`config.mk`:
```
export PLATFORM = sky130hd
export DESIGN_NAME = fir_ctrl
export DESIGN_NICKNAME = d
export VERILOG_FILES = /design/src/rtl/fir_ctrl.sv
export SDC_FILE = /design/constraint.sdc
export NUM_CORES = 1
export LEC_CHECK = 0
export CORE_UTILIZATION = 40
export DETAILED_ROUTE_END_ITERATION = 6
export PLACE_DENSITY = 0.64
export SETUP_SLACK_MARGIN = 0.02
export SYNTH_ARGS = -nofsm -noshare
export SYNTH_HDL_FRONTEND = slang
export SYNTH_SLANG_ARGS = --single-unit
```
`constraint.sdc`:
```
create_clock -name clk -period 4.91 [get_ports clk]
set_input_delay 0.491 -clock clk [delete_from_list [all_inputs] [get_ports clk]]
set_output_delay 0.491 -clock clk [all_outputs]
set_load 0.005 [all_outputs]
```
`src/rtl/fir_ctrl.sv`:
```
// Sample-rate controller that paces ADC requests into a FIR filter.
// It also double-buffers the tap coefficients.
module fir_ctrl #(
  parameter int DIV     = 1000,
  parameter int TIMEOUT = 64
) (
  input  logic         clk,
  input  logic         rst,
  input  logic         start,
  input  logic         stop,
  input  logic         coef_wr,
  input  logic [3:0]   coef_addr,
  input  logic [11:0]  coef_data,
  input  logic         coef_commit,
  output logic         adc_req,
  input  logic         adc_valid,
  input  logic [11:0]  adc_data,
  output logic [11:0]  fir_data,
  output logic         fir_ready,
  output logic         fir_en,
  output logic [191:0] coef_bus,
  output logic         filt_valid,
  output logic         busy,
  output logic         overrun,
  output logic         timeout_err,
  output logic [15:0]  sample_cnt
);

  localparam int TW = (TIMEOUT > 1) ? $clog2(TIMEOUT) : 1;
  localparam logic [15:0]   DIV_M1 = 16'(DIV - 1);
  localparam logic [TW-1:0] TMO_M1 = TW'(TIMEOUT - 1);

  typedef enum logic [1:0] {
    S_IDLE, S_WAIT, S_REQ, S_STROBE
  } state_e;

  state_e        state_q, state_d;
  logic [15:0]   cnt_q, cnt_d;
  logic [TW-1:0] tmo_q, tmo_d;
  logic [15:0]   smp_q, smp_d;
  logic [11:0]   data_q, data_d;
  logic          ovr_q, ovr_d;
  logic          terr_q, terr_d;
  logic          req_q, rdy_q, en_q;
  logic [1:0]    fvp_q, fvp_d;
  logic          fv_q, fv_d;
  logic          pend_q, pend_d;
  logic [11:0]   shadow_q [16];
  logic [11:0]   shadow_d [16];
  logic [11:0]   active_q [16];

  logic tick, go, capture, tmo_hit, copy;

  assign tick    = (state_q != S_IDLE) && (cnt_q == DIV_M1);
  assign go      = (state_q == S_IDLE) && start && !stop;
  assign capture = (state_q == S_REQ) && !stop && adc_valid;
  assign tmo_hit = (state_q == S_REQ) && !stop && !adc_valid
                 && (tmo_q == TMO_M1);

  always_comb begin
    state_d = state_q;
    unique case (state_q)
      S_IDLE:   if (go) state_d = S_WAIT;
      S_WAIT: begin
        if (stop)      state_d = S_IDLE;
        else if (tick) state_d = S_REQ;
      end
      S_REQ: begin
        if (stop)         state_d = S_IDLE;
        else if (capture) state_d = S_STROBE;
        else if (tmo_hit) state_d = S_WAIT;
      end
      S_STROBE: state_d = stop ? S_IDLE : S_WAIT;
      default:  state_d = S_IDLE;
    endcase
  end

  always_comb begin
    cnt_d  = cnt_q + 16'd1;
    if (state_q == S_IDLE || state_d == S_IDLE || tick)
      cnt_d = '0;
    tmo_d  = (state_q == S_REQ) ? tmo_q + 1'b1 : '0;
    ovr_d  = go ? 1'b0 : ovr_q | ((state_q == S_REQ) && tick);
    terr_d = go ? 1'b0 : terr_q | tmo_hit;
    smp_d  = smp_q;
    if (go)
      smp_d = '0;
    else if (state_d == S_STROBE && smp_q != 16'hFFFF)
      smp_d = smp_q + 16'd1;
    data_d = capture ? adc_data : data_q;
    // a stop kills any filt_valid still in flight
    fvp_d  = '0;
    fv_d   = 1'b0;
    if (state_d != S_IDLE) begin
      fvp_d = {fvp_q[0], rdy_q && (smp_q >= 16'd16)};
      fv_d  = fvp_q[1];
    end
  end

  always_comb begin
    shadow_d = shadow_q;
    if (coef_wr) shadow_d[coef_addr] = coef_data;
    copy = ((state_q == S_IDLE) && coef_commit)
        || ((state_q == S_WAIT) && tick && (pend_q || coef_commit));
    pend_d = copy ? 1'b0
                  : pend_q | (coef_commit && state_q != S_IDLE);
  end

  always_ff @(posedge clk or negedge rst) begin
    if (!rst) begin
      state_q <= S_IDLE;
      cnt_q   <= '0;
      tmo_q   <= '0;
      smp_q   <= '0;
      data_q  <= '0;
      ovr_q   <= 1'b0;
      terr_q  <= 1'b0;
      req_q   <= 1'b0;
      rdy_q   <= 1'b0;
      en_q    <= 1'b0;
      fvp_q   <= '0;
      fv_q    <= 1'b0;
      pend_q  <= 1'b0;
      for (int k = 0; k < 16; k++) begin
        shadow_q[k] <= '0;
        active_q[k] <= '0;
      end
    end else begin
      state_q  <= state_d;
      cnt_q    <= cnt_d;
      tmo_q    <= tmo_d;
      smp_q    <= smp_d;
      data_q   <= data_d;
      ovr_q    <= ovr_d;
      terr_q   <= terr_d;
      req_q    <= (state_d == S_REQ);
      rdy_q    <= (state_d == S_STROBE);
      en_q     <= (state_d != S_IDLE);
      fvp_q    <= fvp_d;
      fv_q     <= fv_d;
      pend_q   <= pend_d;
      shadow_q <= shadow_d;
      if (copy) active_q <= shadow_d;
    end
  end

  for (genvar k = 0; k < 16; k++) begin : g_bus
    assign coef_bus[12*k +: 12] = active_q[k];
  end

  assign adc_req     = req_q;
  assign fir_ready   = rdy_q;
  assign fir_en      = en_q;
  assign busy        = en_q;
  assign fir_data    = data_q;
  assign filt_valid  = fv_q;
  assign overrun     = ovr_q;
  assign timeout_err = terr_q;
  assign sample_cnt  = smp_q;

endmodule

```
Yosys cells after proc, flatten, opt, wreduce, memory -nomap -nowiden
Index checks and enable logic that the tools add are counted.
{ "op_classes": {"bitwise_logic": 4, "multipliers": 0, "eq_ne": 8, "shift": 0, "reduce_logical": 26, "addsub": 3, "n_mux": 21, "order_cmp": 3, "div": 0} }
{ "ops": {"columns": ["operator", "count"], "rows": [
  ["192-bit bitwise mux", 1],
  ["192-bit 2-to-1 mux", 1],
  ["12-bit demux with 4-bit select", 1],
  ["16-bit 2-to-1 mux", 3],
  ["16-bit by 1-bit adder with 16-bit output (second input constant)", 2],
  ["16-bit by 10-bit == test with 1-bit output (second input constant)", 1],
  ["16-bit by 5-bit >= comparator with 1-bit output (second input constant)", 1],
  ["16-bit != test (second input constant)", 1],
  ["1-bit logical AND", 15],
  ["2-bit 2-to-1 mux", 7],
  ["12-bit 2-to-1 mux", 1],
  ["2-bit == test (second input constant)", 4],
  ["2-bit one-hot mux with 4 select lines", 1],
  ["6-bit by 1-bit adder with 6-bit output (second input constant)", 1],
  ["6-bit == test (second input constant)", 1],
  ["6-bit 2-to-1 mux", 1],
  ["2-bit nonzero test", 3],
  ["5-bit >= comparator (second input constant)", 1],
  ["5-bit by 1-bit less-than comparator with 1-bit output (second input constant)", 1],
  ["1-bit 2-to-1 mux", 5],
  ["4-bit inverter with 5-bit output", 1],
  ["2-bit logical NOT", 2],
  ["1-bit logical OR", 4],
  ["1-bit OR", 3],
  ["2 further kinds", 3]
]} }
{ "word_totals": {"output_inout_bits": 227, "ramBits": 0, "register_bits": 445, "input_bits": 35, "mem_bits_ro": 0, "wordCells": 110, "latchBits": 0, "mem_count": 0} }

Depth between registers and ports, before layout
Gate-level depths: netlist of run 1.
{ "depth": {"ltp_word": 12, "depth_mapped": 7} }

Least setup slack after synthesis of run 1
Ideal clock, no wire load.
{ "synth_timing": {"path_kind": "flip-flop to flip-flop", "startpoint": "register cnt_q[12]", "endpoint": "register active_q (netlist bit coef_bus[0])", "stages_incl_launch_ff": 7, "required_ps": 4783, "arrival_time_ps": 2198, "n_path_buf": 2, "slack_ps": 2585, "setup_ps": 127, "cell_sequence": "dfrtp_1 or4_4 nor4_4 a32o_2 buf_6 buf_6 mux2_1"} }
{ "synth_via": {"elab_chain_cells": 5} }
{ "synth_rtl": {"columns": ["element", "line_no", "source"], "rows": [
  ["start, declared", "38", "logic [15:0] cnt_q, cnt_d;"],
  ["start signal, assigned", "130", "cnt_q <= cnt_d;"],
  ["16-bit by 10-bit == test with 1-bit output", "54", "assign tick = (state_q != S_IDLE) && (cnt_q == DIV_M1);"],
  ["1-bit logical AND", "54", null],
  ["1-bit logical AND (2 in series)", "104", "|| ((state_q == S_WAIT) && tick && (pend_q || coef_commit));"],
  ["1-bit logical OR", "104", null],
  ["end signal, assigned", "143", "if (copy) active_q <= shadow_d;"],
  ["end, declared", "50", "logic [11:0] active_q [16];"]
]} }
Every way passes these cells.
A chain may end at the register's enable or synchronous reset.

Worst setup path in the final report of run 1
{ "layout_timing": {"startpoint": "register cnt_q[4]", "endpoint": "register active_q (netlist bit coef_bus[23])"} }
The elaborated chain is that of the path after synthesis.

==> results.sh, run 1 <==
export IMPL_clk_path_buf_depth=3
export IMPL_cp_top_family="simple AND/OR/NAND/NOR gates"
export IMPL_drtAntennaViolNets=0
export IMPL_max_stage_delay_ns=0.65
export IMPL_die_h_um=210.6
export IMPL_reg2reg_to="coef_bus[23]$_DFFE_PN0N_"
export IMPL_drtIter0Drc=414
export IMPL_synth_edf_count=0
export IMPL_cp_max_fo=57
export IMPL_setup_tns_ns=0
export IMPL_synth_distinct_cells=48
export IMPL_wl_per_cell_um=19.83
export IMPL_multi_input_area_um2=5767
export IMPL_fin_skew_ns=0.01993
export IMPL_cts_buffers=49
export IMPL_drc_errors=0
export IMPL_grt_use_total_pct=18.43
export IMPL_drive_above_1_share_pct=23.20
export IMPL_die_w_um=210.6
export IMPL_clock_latency_ns=0.57
export IMPL_switchingPower_w=0.002721
export IMPL_ios=262
export IMPL_gp_congestion=0.8035
export IMPL_fin_crit_sh_pct=61.78
export IMPL_outcome="finished, final reports clean"
export IMPL_rr_startpoint="cnt_q[4]$_DFF_PN0_"
export IMPL_synth_cell_area_um2=17410
export IMPL_critPathLaunchType="flop"
export IMPL_register_area_um2=11140
export IMPL_crit_buf_inv=1
export IMPL_cts_resized=0
export IMPL_avgSynthCellArea_um2=15.51
export IMPL_place_ws_ns=1.774
export IMPL_synthArstFlopShare_pct=100.0
export IMPL_powerDensity_nw_per_um2=504.6
export IMPL_cts_sinks=445
export IMPL_grt_pass1_vias=10469
export IMPL_grt_setup_unrepaired="no"
export IMPL_via_per_inst=4.938
export IMPL_seq_power_share_pct=44.6
export IMPL_grt_overflow_total=0
export IMPL_nets=1434
export IMPL_h_tree_depth=2
export IMPL_cp_cell_sequence="or4b_1, nor4_4, a32o_4, buf_12, mux2_2"
export IMPL_clk_pin_slew_ns=0.06
export IMPL_p_leak_nw=9.624
export IMPL_syn_nets=1161
export IMPL_fin_cells=2013
export IMPL_core_area_um2=42980
export IMPL_cts_tree="built"
export IMPL_synth_area_leader_cell="dfrtp_1"
export IMPL_final_common_cell="dfrtp_1"
export IMPL_cts_root_buf="clkbuf_16"
export IMPL_setup_viol=0
export IMPL_maxCapViolations=0
export IMPL_wl_um=39920
export IMPL_pwr_share_clk_pct=33.1
export IMPL_post_cts_setup_buffers=0
export IMPL_min_delay_path_depth=1
export IMPL_seq_area_frac_synth_pct=63.97
export IMPL_via_count=9941
export IMPL_cp_slowest_cell="a32o_4"
export IMPL_ys_flop_type="dfrtp_1"
export IMPL_start_util_pct=40.50
export IMPL_fmax_mhz=329.7
export IMPL_yosysWarnings=0
export IMPL_r2r_setup_slack_ns=1.88
export IMPL_area_delta_synth_final_pct=27.35
export IMPL_hp_class="flop to flop"
export IMPL_synth_top_cell_area_share_pct=63.97
export IMPL_ir_drop_mv=0.2724
export IMPL_tightest_slew_ns=1.210
export IMPL_first_pass_iters=4
export IMPL_antenna_found_initial=0
export IMPL_io_buffers=261
export IMPL_hp_start="fvp_q[0]$_DFF_PN0_"
export IMPL_layout_common_cells="dfrtp_1 (445), clkdlybuf4s50_1 (260), mux2_2 (228), mux2_1 (169), clkbuf_16 (51)"
export IMPL_crit_required_ns=5.36
export IMPL_p_comb_share_pct=22.4
export IMPL_finalWorstSetupSlack_ns=1.877
export IMPL_grt_max_degree=144
export IMPL_hold_violations=0
export IMPL_switching_share_pct=24.32
export IMPL_dieArea_um2=44350
export IMPL_slew_viol_final=0
export IMPL_maxSlewHeadroom_pct=19.04
export IMPL_intPower_w=0.008465
export IMPL_core_rowCount=76
export IMPL_nFillCells=3637
export IMPL_synth_seq_cells=445
export IMPL_syn_inst=1122
export IMPL_hold_end="fvp_q[1]$_DFF_PN0_"
export IMPL_dp_hpwl_um=25080
export IMPL_cp_end_kind="flop"
export IMPL_synthTopCellsByArea="dfrtp_1 (64%), mux2_2 (15%), mux2_1 (11%)"
export IMPL_min_period_ns=3.033
export IMPL_cp_arrival_ns=3.48
export IMPL_path_class="flop to flop"
export IMPL_ff2ff_path_depth=5
export IMPL_grt_pass1_wl_um=62690
export IMPL_hold_ws_ns=0.4573
export IMPL_dp_cells=1928
export IMPL_totalPowerFinal_w=0.01119
[metrics by stage]
stage	utilization [%]	instance area [µm²]
final	51.57	22170
after global placement	47.75	20520
after global routing	51.57	22170
after detailed placement	47.75	20520
after CTS	51.57	22170
after floorplan	-	17410
[cells in the mapped netlist (3+ instances only)]
cell and n:
and2_1 3, buf_6 8, nor4_1 9, dfrtp_1 445, nand2_1 18, nand3b_1 5, buf_4 3, mux2_2 228
clkbuf_1 37, buf_12 11, nor3_1 6, xnor2_1 12, ha_1 4, nor2_1 39, a21oi_1 14, o21ai_0 9
nand3_1 18, or2_2 5, inv_1 8, mux2_1 169, nand4_1 10, xor2_1 5, a211oi_1 3, nand2b_1 3
mux2i_1 6, or3_1 9, and3_1 6
[metal layers]
| metal | part of all wire [%] | track usage [%] | vias up |
|---|---|---|---|
| li1 | - | - | 4504 |
| met1 | 45 | 24.78 | 5177 |
| met2 | 47 | 29.78 | 209 |
| met3 | 5.3 | 4.321 | 51 |
| met4 | 2.0 | 5.272 | 0 |
| met5 | 0 | 0 | - |
[area by class of cell]
type	instances	area share, %
flip-flops and latches	445	50.23
multi-input cells	607	26.01
repair buffers	284	12.94
clock buffers	73	6.626
well taps	585	3.302
clock inverters	10	0.7394
inverters	8	0.1355
diodes	1	0.01129
[timing repair]
action	CTS	global route
endpoints found under the setup margin	0	0
hold endpoints to repair	73	0
hold buffers	1	0
[power by group through the flow]
| stage | sequential [W] | combinational [W] | clock (W) |
|---|---|---|---|
| after floorplan | 0.00502 | 0.000945 | 0 |
| after global placement | 0.00502 | 0.00251 | 0 |
| after detailed placement | 0.00506 | 0.00255 | 0 |
| after CTS | 0.00500 | 0.00256 | 0.00380 |
| after global routing | 0.00511 | 0.00270 | 0.00396 |
| final | 0.00499 | 0.00250 | 0.00370 |
[sequential cells by signal, summed over array words and instances (netlist names)]
name         flops
adc_req          1
fir_ready        1
fvp_q            2
overrun          1
cnt_q           16
shadow_q       192
coef_bus       192
state_q          2
pend_q           1
filt_valid       1
tmo_q            6
fir_data        12
sample_cnt      16
timeout_err      1
busy             1
[logic make-up (layout without fill, tap and decap cells)]
logic type / Yosys count / in the layout / synth area share (%)
other cells: 0 / 1 / 0
mux: 403 / 403 / 26.03
simple gates: 144 / 144 / 4.464
xor+xnor: 17 / 17 / 0.8554
flops: 445 / 445 / 63.97
fa+ha+maj: 4 / 4 / 0.2875
compound gates: 39 / 39 / 1.438
buf+inv: 70 / 375 / 2.954
[worst register-to-register path, stage by stage, from the launching register on]
cell and delay [ns]:
dfrtp_1 0.40, or4b_1 0.58, nor4_4 0.46, a32o_4 0.65
buf_12 0.37, mux2_2 0.46
[worst max-delay path by stage]
| stage | slack, ns | endpoint | startpoint | cells after the start |
|---|---|---|---|---|
| 2_1_floorplan | 2.58 | coef_bus[0]$_DFFE_PN0N_ | cnt_q[12]$_DFF_PN0_ | 6 |
| 3_3_place_gp | 1.80 | coef_bus[110]$_DFFE_PN0N_ | coef_addr[1] | 5 |
| 3_5_place_dp | 1.77 | coef_bus[110]$_DFFE_PN0N_ | coef_addr[1] | 5 |
| 4_1_cts | 1.85 | coef_bus[23]$_DFFE_PN0N_ | cnt_q[4]$_DFF_PN0_ | 5 |
| 5_1_grt | 1.70 | coef_bus[98]$_DFFE_PN0N_ | cnt_q[0]$_DFF_PN0_ | 6 |
| 6_report | 1.88 | coef_bus[23]$_DFFE_PN0N_ | cnt_q[4]$_DFF_PN0_ | 5 |
No activity file was read; power rests on OpenSTA's default activity.
==> run 2: changes to the inputs <==
--- a/config.mk
+++ b/config.mk
@@ -7,7 +7,7 @@
 export LEC_CHECK = 0
 export CORE_UTILIZATION = 40
 export DETAILED_ROUTE_END_ITERATION = 6
-export PLACE_DENSITY = 0.64
+export PLACE_DENSITY = 0.66
 export SETUP_SLACK_MARGIN = 0.02
 export SYNTH_ARGS = -nofsm -noshare
 export SYNTH_HDL_FRONTEND = slang
==> constraint.sdc (replaced) <==
create_clock -name clk -period 2.6 [get_ports clk]
set_input_delay 0.26 -clock clk [delete_from_list [all_inputs] [get_ports clk]]
set_output_delay 0.26 -clock clk [all_outputs]
set_load 0.005 [all_outputs]
==> run 2 against run 1 <==
Effect of this change: cell area is 1.7% higher; core utilization is 0.88 points higher; hold slack worse by 0.26 ns; critical path depth is 1 higher; fmax is 22% higher.
==> results.sh, run 2 (synthesis gave the netlist of run 1 again) <==
export IMPL_outcome="finished, final reports clean"
export IMPL_hold_violations=0
export IMPL_via_count=10189
export IMPL_nets=1468
export IMPL_dp_hpwl_um=26900
export IMPL_io_buffers=261
export IMPL_drc_errors=0
export IMPL_ff2ff_path_depth=6
export IMPL_setup_tns_ns=0
export IMPL_intPower_w=0.01578
export IMPL_core_area_um2=42980
export IMPL_grt_use_total_pct=18.86
export IMPL_crit_start="cnt_q[12]$_DFF_PN0_"
export IMPL_ir_drop_mv=0.5267
export IMPL_grt_setup_unrepaired="yes"
export IMPL_switching_share_pct=24.85
export IMPL_pwr_share_clk_pct=31.9
export IMPL_cp_arrival_ns=2.94
export IMPL_die_w_um=210.6
export IMPL_maxCapViolations=0
export IMPL_dieArea_um2=44350
export IMPL_path_class="flop to flop"
export IMPL_drtAntennaViolNets=0
export IMPL_die_h_um=210.6
export IMPL_drive_above_1_share_pct=25.19
export IMPL_fmax_mhz=403.2
export IMPL_cp_max_fo=25
export IMPL_crit_end="coef_bus[148]$_DFFE_PN0N_"
export IMPL_hp_class="input port to asynchronous set/reset pin"
export IMPL_cts_buffers=47
export IMPL_cts_root_buf="clkbuf_16"
export IMPL_tightest_slew_ns=0.6433
export IMPL_cts_sinks=445
export IMPL_totalPowerFinal_w=0.02099
export IMPL_post_cts_setup_buffers=0
export IMPL_layout_common_cells="dfrtp_1 (445), clkdlybuf4s50_1 (260), mux2_2 (228), mux2_1 (169), clkbuf_16 (48)"
export IMPL_fin_skew_ns=0.01930
export IMPL_reg2reg_to="coef_bus[148]$_DFFE_PN0N_"
export IMPL_grt_max_degree=97
export IMPL_wl_um=40840
export IMPL_clock_latency_ns=0.58
export IMPL_nFillCells=3611
export IMPL_switchingPower_w=0.005217
export IMPL_h_tree_depth=2
export IMPL_r2r_setup_slack_ns=0.12
export IMPL_crit_required_ns=3.06
export IMPL_drtIter0Drc=412
export IMPL_powerDensity_nw_per_um2=931.1
export IMPL_start_util_pct=40.50
export IMPL_clk_path_buf_depth=3
export IMPL_fin_crit_sh_pct=95.39
export IMPL_grt_pass1_wl_um=64000
export IMPL_critPathLaunchType="flop"
export IMPL_first_pass_iters=4
export IMPL_antenna_found_initial=1
export IMPL_grt_overflow_total=0
export IMPL_area_delta_synth_final_pct=29.52
export IMPL_clk_pin_slew_ns=0.06
export IMPL_grt_pass1_vias=10758
export IMPL_ios=262
export IMPL_rr_startpoint="cnt_q[12]$_DFF_PN0_"
export IMPL_gp_congestion=0.8114
export IMPL_min_period_ns=2.480
export IMPL_core_rowCount=76
export IMPL_setup_viol=0
export IMPL_p_leak_nw=9.826
export IMPL_seq_power_share_pct=45.7
export IMPL_wl_per_cell_um=19.90
export IMPL_via_per_inst=4.965
export IMPL_maxSlewHeadroom_pct=57.11
export IMPL_cp_end_kind="flop"
export IMPL_cts_tree="built"
export IMPL_slew_viol_final=0
export IMPL_p_comb_share_pct=22.4
export IMPL_final_common_cell="dfrtp_1"
[run 2: cell types whose count changed in the layout (fill, tap and decap cells not counted)]
cell | previous run | this run
buf_4 | 16 | 38
buf_12 | 6 | 20
clkinv_2 | 3 | 9
clkbuf_16 | 51 | 48
bufinv_16 | 4 | 3
clkinv_8 | 0 | 1
diode_2 | 1 | 2
inv_8 | 1 | 0
[run 2: worst max-delay path, stage by stage, from the launching register on]
cell and delay (ns):
dfrtp_1 0.43, or4_4 0.57, nor4_4 0.32, a32o_4 0.29
buf_12 0.23, buf_12 0.19, mux2_1 0.34
[run 2: metrics by stage]
| stage | std cells | instance area (µm²) | utilization [%] | hold WS, ns | setup slack [ns] |
|---|---|---|---|---|---|
| 2_1_floorplan | 1122 | 17410 | - | -0.03559 | 0.2746 |
| 3_3_place_gp | 1964 | 20970 | 48.78 | 0.2110 | 0.06600 |
| 3_5_place_dp | 1964 | 20970 | 48.78 | 0.2112 | 0.005749 |
| 4_1_cts | 2050 | 22540 | 52.44 | 0.1834 | 0.09314 |
| 5_1_grt | 2050 | 22540 | 52.44 | 0.2138 | 0.01800 |
| 6_report | 2052 | 22550 | 52.45 | 0.1934 | 0.1198 |
[run 2: worst min-delay path by stage]
stage	startpoint	to	slack [ns]	cells after the start
6_report	rst	coef_bus[171]$_DFFE_PN0N_	0.19	2
4_1_cts	rst	shadow_q[62]$_DFF_PN0_	0.18	2
5_1_grt	rst	coef_bus[171]$_DFFE_PN0N_	0.21	2
3_5_place_dp	rst	coef_bus[171]$_DFFE_PN0N_	0.21	1
3_3_place_gp	rst	coef_bus[171]$_DFFE_PN0N_	0.21	1
2_1_floorplan	rst	adc_req$_DFF_PN0_	-0.04	0
[run 2: what timing repair did]
item	in CTS	in global routing
endpoints found under the setup margin	0	1
hold buffers	1	0
gates resized for setup	0	0
endpoints found under the hold margin	82	0
[run 2: power groups by stage]
stage,clock (W),combinational (W),sequential (W)
final,0.00670,0.00469,0.00959
after floorplan,0,0.00178,0.00948
after detailed placement,0,0.00476,0.00975
after global routing,0.00715,0.00509,0.00979
after global placement,0,0.00465,0.00969
after CTS,0.00689,0.00478,0.00964
[run 2: final cells by class]
| cell class | count | area (µm²) | area share, % |
|---|---|---|---|
| clock inverter | 15 | 168.9 | 0.7492 |
| multi-input combinational | 607 | 5767 | 25.58 |
| sequential | 445 | 11140 | 49.39 |
| antenna | 2 | 5.005 | 0.02220 |
| tap | 585 | 732.0 | 3.247 |
| clock buffer | 70 | 1394 | 6.182 |
| inverter | 8 | 30.03 | 0.1332 |
| timing repair buffer | 320 | 3313 | 14.70 |
[run 2: metal layers]
metal,share of wire (%),vias up,track usage [%]
met2,48,231,30.29
met1,45,5336,25.60
met4,1.4,0,4.623
met5,0,-,0
met3,5.4,40,4.782
li1,-,4582,-
==> run 3: changes to the inputs <==
--- a/config.mk
+++ b/config.mk
@@ -7,7 +7,8 @@
 export LEC_CHECK = 0
 export CORE_UTILIZATION = 40
 export DETAILED_ROUTE_END_ITERATION = 6
-export PLACE_DENSITY = 0.66
+export GPL_TIMING_DRIVEN = 1
+export PLACE_DENSITY = 0.64
 export SETUP_SLACK_MARGIN = 0.02
 export SYNTH_ARGS = -nofsm -noshare
 export SYNTH_HDL_FRONTEND = slang
==> constraint.sdc (replaced) <==
create_clock -name clk -period 2.54 [get_ports clk]
set_input_delay 0.254 -clock clk [delete_from_list [all_inputs] [get_ports clk]]
set_output_delay 0.254 -clock clk [all_outputs]
set_load 0.005 [all_outputs]
==> run 3 against run 2 <==
Effect of this change: fmax up 0.59%; sequential cell count unchanged; highest routed layer is now met5; global-route usage up 0.29 points; total power up 2.1%; count of clock-buffer cells in the layout up 4; via count up 0.69%; first-iteration DRC count up 21%; cell area up 1.0%; critical endpoint is now coef_bus[140]$_DFFE_PN0N_; non-clock buffer count up 17; combinational power up 4%.
==> results.sh, run 3 (synthesis gave the netlist of run 1 again) <==
export IMPL_rr_startpoint="cnt_q[4]$_DFF_PN0_"
export IMPL_crit_required_ns=2.98
export IMPL_finalWorstSetupSlack_ns=0.07430
export IMPL_drtIter0Drc=500
export IMPL_clk_pin_slew_ns=0.06
export IMPL_min_period_ns=2.466
export IMPL_tightest_slew_ns=0.6548
export IMPL_h_tree_depth=2
export IMPL_nets=1486
export IMPL_p_leak_nw=9.944
export IMPL_cp_arrival_ns=2.90
export IMPL_drive_above_1_share_pct=26.00
export IMPL_fin_skew_ns=0.02650
export IMPL_dp_hpwl_um=26920
export IMPL_place_ws_ns=0.06182
export IMPL_maxSlewHeadroom_pct=56.35
export IMPL_path_class="flop to flop"
export IMPL_powerDensity_nw_per_um2=940.9
export IMPL_gp_congestion=0.8105
export IMPL_dp_cells=1973
export IMPL_cp_max_fo=16
export IMPL_crit_start="cnt_q[4]$_DFF_PN0_"
export IMPL_ir_drop_mv=0.4794
export IMPL_wl_per_cell_um=20.24
export IMPL_cts_tree="built"
export IMPL_dieArea_um2=44350
export IMPL_hp_class="input port to asynchronous set/reset pin"
export IMPL_ios=262
export IMPL_die_h_um=210.6
export IMPL_slew_viol_final=0
export IMPL_via_per_inst=4.963
export IMPL_layout_common_cells="dfrtp_1 (445), clkdlybuf4s50_1 (260), mux2_2 (228), mux2_1 (169), clkbuf_16 (50)"
export IMPL_final_common_cell="dfrtp_1"
export IMPL_grt_max_degree=71
export IMPL_hold_violations=0
export IMPL_cp_end_kind="flop"
export IMPL_grt_setup_unrepaired="yes"
export IMPL_io_buffers=261
export IMPL_grt_overflow_total=0
export IMPL_core_area_um2=42980
export IMPL_drtAntennaViolNets=0
export IMPL_setup_viol=0
export IMPL_cts_buffers=48
export IMPL_wl_um=41830
export IMPL_area_delta_synth_final_pct=30.84
export IMPL_cts_sinks=445
export IMPL_clock_latency_ns=0.58
export IMPL_setup_tns_ns=0
export IMPL_grt_pass1_vias=10775
export IMPL_grt_use_total_pct=19.15
export IMPL_first_pass_iters=5
export IMPL_maxCapViolations=0
export IMPL_drc_errors=0
export IMPL_die_w_um=210.6
export IMPL_fin_cells=2067
export IMPL_core_rowCount=76
export IMPL_cts_root_buf="clkbuf_16"
export IMPL_antenna_found_initial=2
export IMPL_fin_crit_sh_pct=97.07
export IMPL_clk_path_buf_depth=3
export IMPL_critPathLaunchType="flop"
export IMPL_outcome="finished, final reports clean"
export IMPL_via_count=10259
export IMPL_start_util_pct=40.50
export IMPL_fmax_mhz=405.6
export IMPL_grt_pass1_wl_um=64670
==> run 3: cell types whose count changed in the layout (fill, tap and decap cells not counted), sizes merged <==
cell    change
bufinv      -2
diode       -1
clkinv      -4
buf        +15
inv         +1
clkbuf      +6
==> run 3: worst paths after layout <==
| path | cells past startpoint | endpoint | slack [ns] |
|---|---|---|---|
| min | 2 | shadow_q[14]$_DFF_PN0_ | 0.26 |
| max in group asynchronous | 4 | shadow_q[65]$_DFF_PN0_ | 1.38 |
| min reg2reg | 1 | fvp_q[1]$_DFF_PN0_ | 0.44 |
| max | 6 | coef_bus[140]$_DFFE_PN0N_ | 0.07 |
| min in group clk | 2 | fir_data[10]$_DFFE_PN0N_ | 0.29 |
| max reg2reg | 6 | coef_bus[140]$_DFFE_PN0N_ | 0.07 |
==> run 3: critical path: stages, from the launching register on <==
cell and delay (ns):
dfrtp_1 0.41, or4b_4 0.56, nor4_4 0.34, a32o_4 0.28
buf_12 0.19, buf_12 0.18, mux2_1 0.33
==> run 3: metal layers <==
| layer | vias to the layer above | track usage (%) | wire length (µm) |
|---|---|---|---|
| met5 | - | 0 | 17 |
| met4 | 2 | 4.698 | 734 |
| met3 | 47 | 5.155 | 2530 |
| met2 | 236 | 31.16 | 20130 |
| met1 | 5341 | 25.43 | 18420 |
| li1 | 4633 | - | - |
==> run 3: report_power, final <==
| part | total, W | internal (W) | leakage [nW] | switching (W) |
|---|---|---|---|---|
| logic | 0.00486 | 0.00319 | 3.62 | 0.00166 |
| registers | 0.00982 | 0.00890 | 5.56 | 0.000916 |
| clock network | 0.00676 | 0.00399 | 0.762 | 0.00277 |
| total | 0.0214 | 0.0161 | 9.94 | 0.00535 |
==> run 3: through the flow <==
step	utilization (%)	power [W]	area, µm²	hold WS [ns]
after floorplan	-	0.01154	17410	-0.04159
after global placement	49.11	0.01469	21110	0.2922
after detailed placement	49.11	0.01485	21110	0.2990
after CTS	52.72	0.02173	22660	0.2517
after global routing	52.98	0.02252	22770	0.2682
final	52.99	0.02143	22780	0.2578
==> run 3: area by class of cell <==
class | count | area (µm²)
fill | 3638 | 20210
sequential | 445 | 11140
multi-input combinational | 607 | 5771
timing repair buffer | 337 | 3566
clock buffer | 74 | 1439
tap | 585 | 732.0
clock inverter | 10 | 100.1
inverter | 8 | 30.03
antenna | 1 | 2.502
==> run 3: timing repair <==
item | in CTS | in global routing
cloned | 0 | 2
endpoints found under the setup margin | 1 | 78
setup buffers | 0 | 6
resized for setup | 0 | 3
pin swaps | 1 | 1
hold buffers | 1 | 0
hold endpoints to repair | 59 | 0
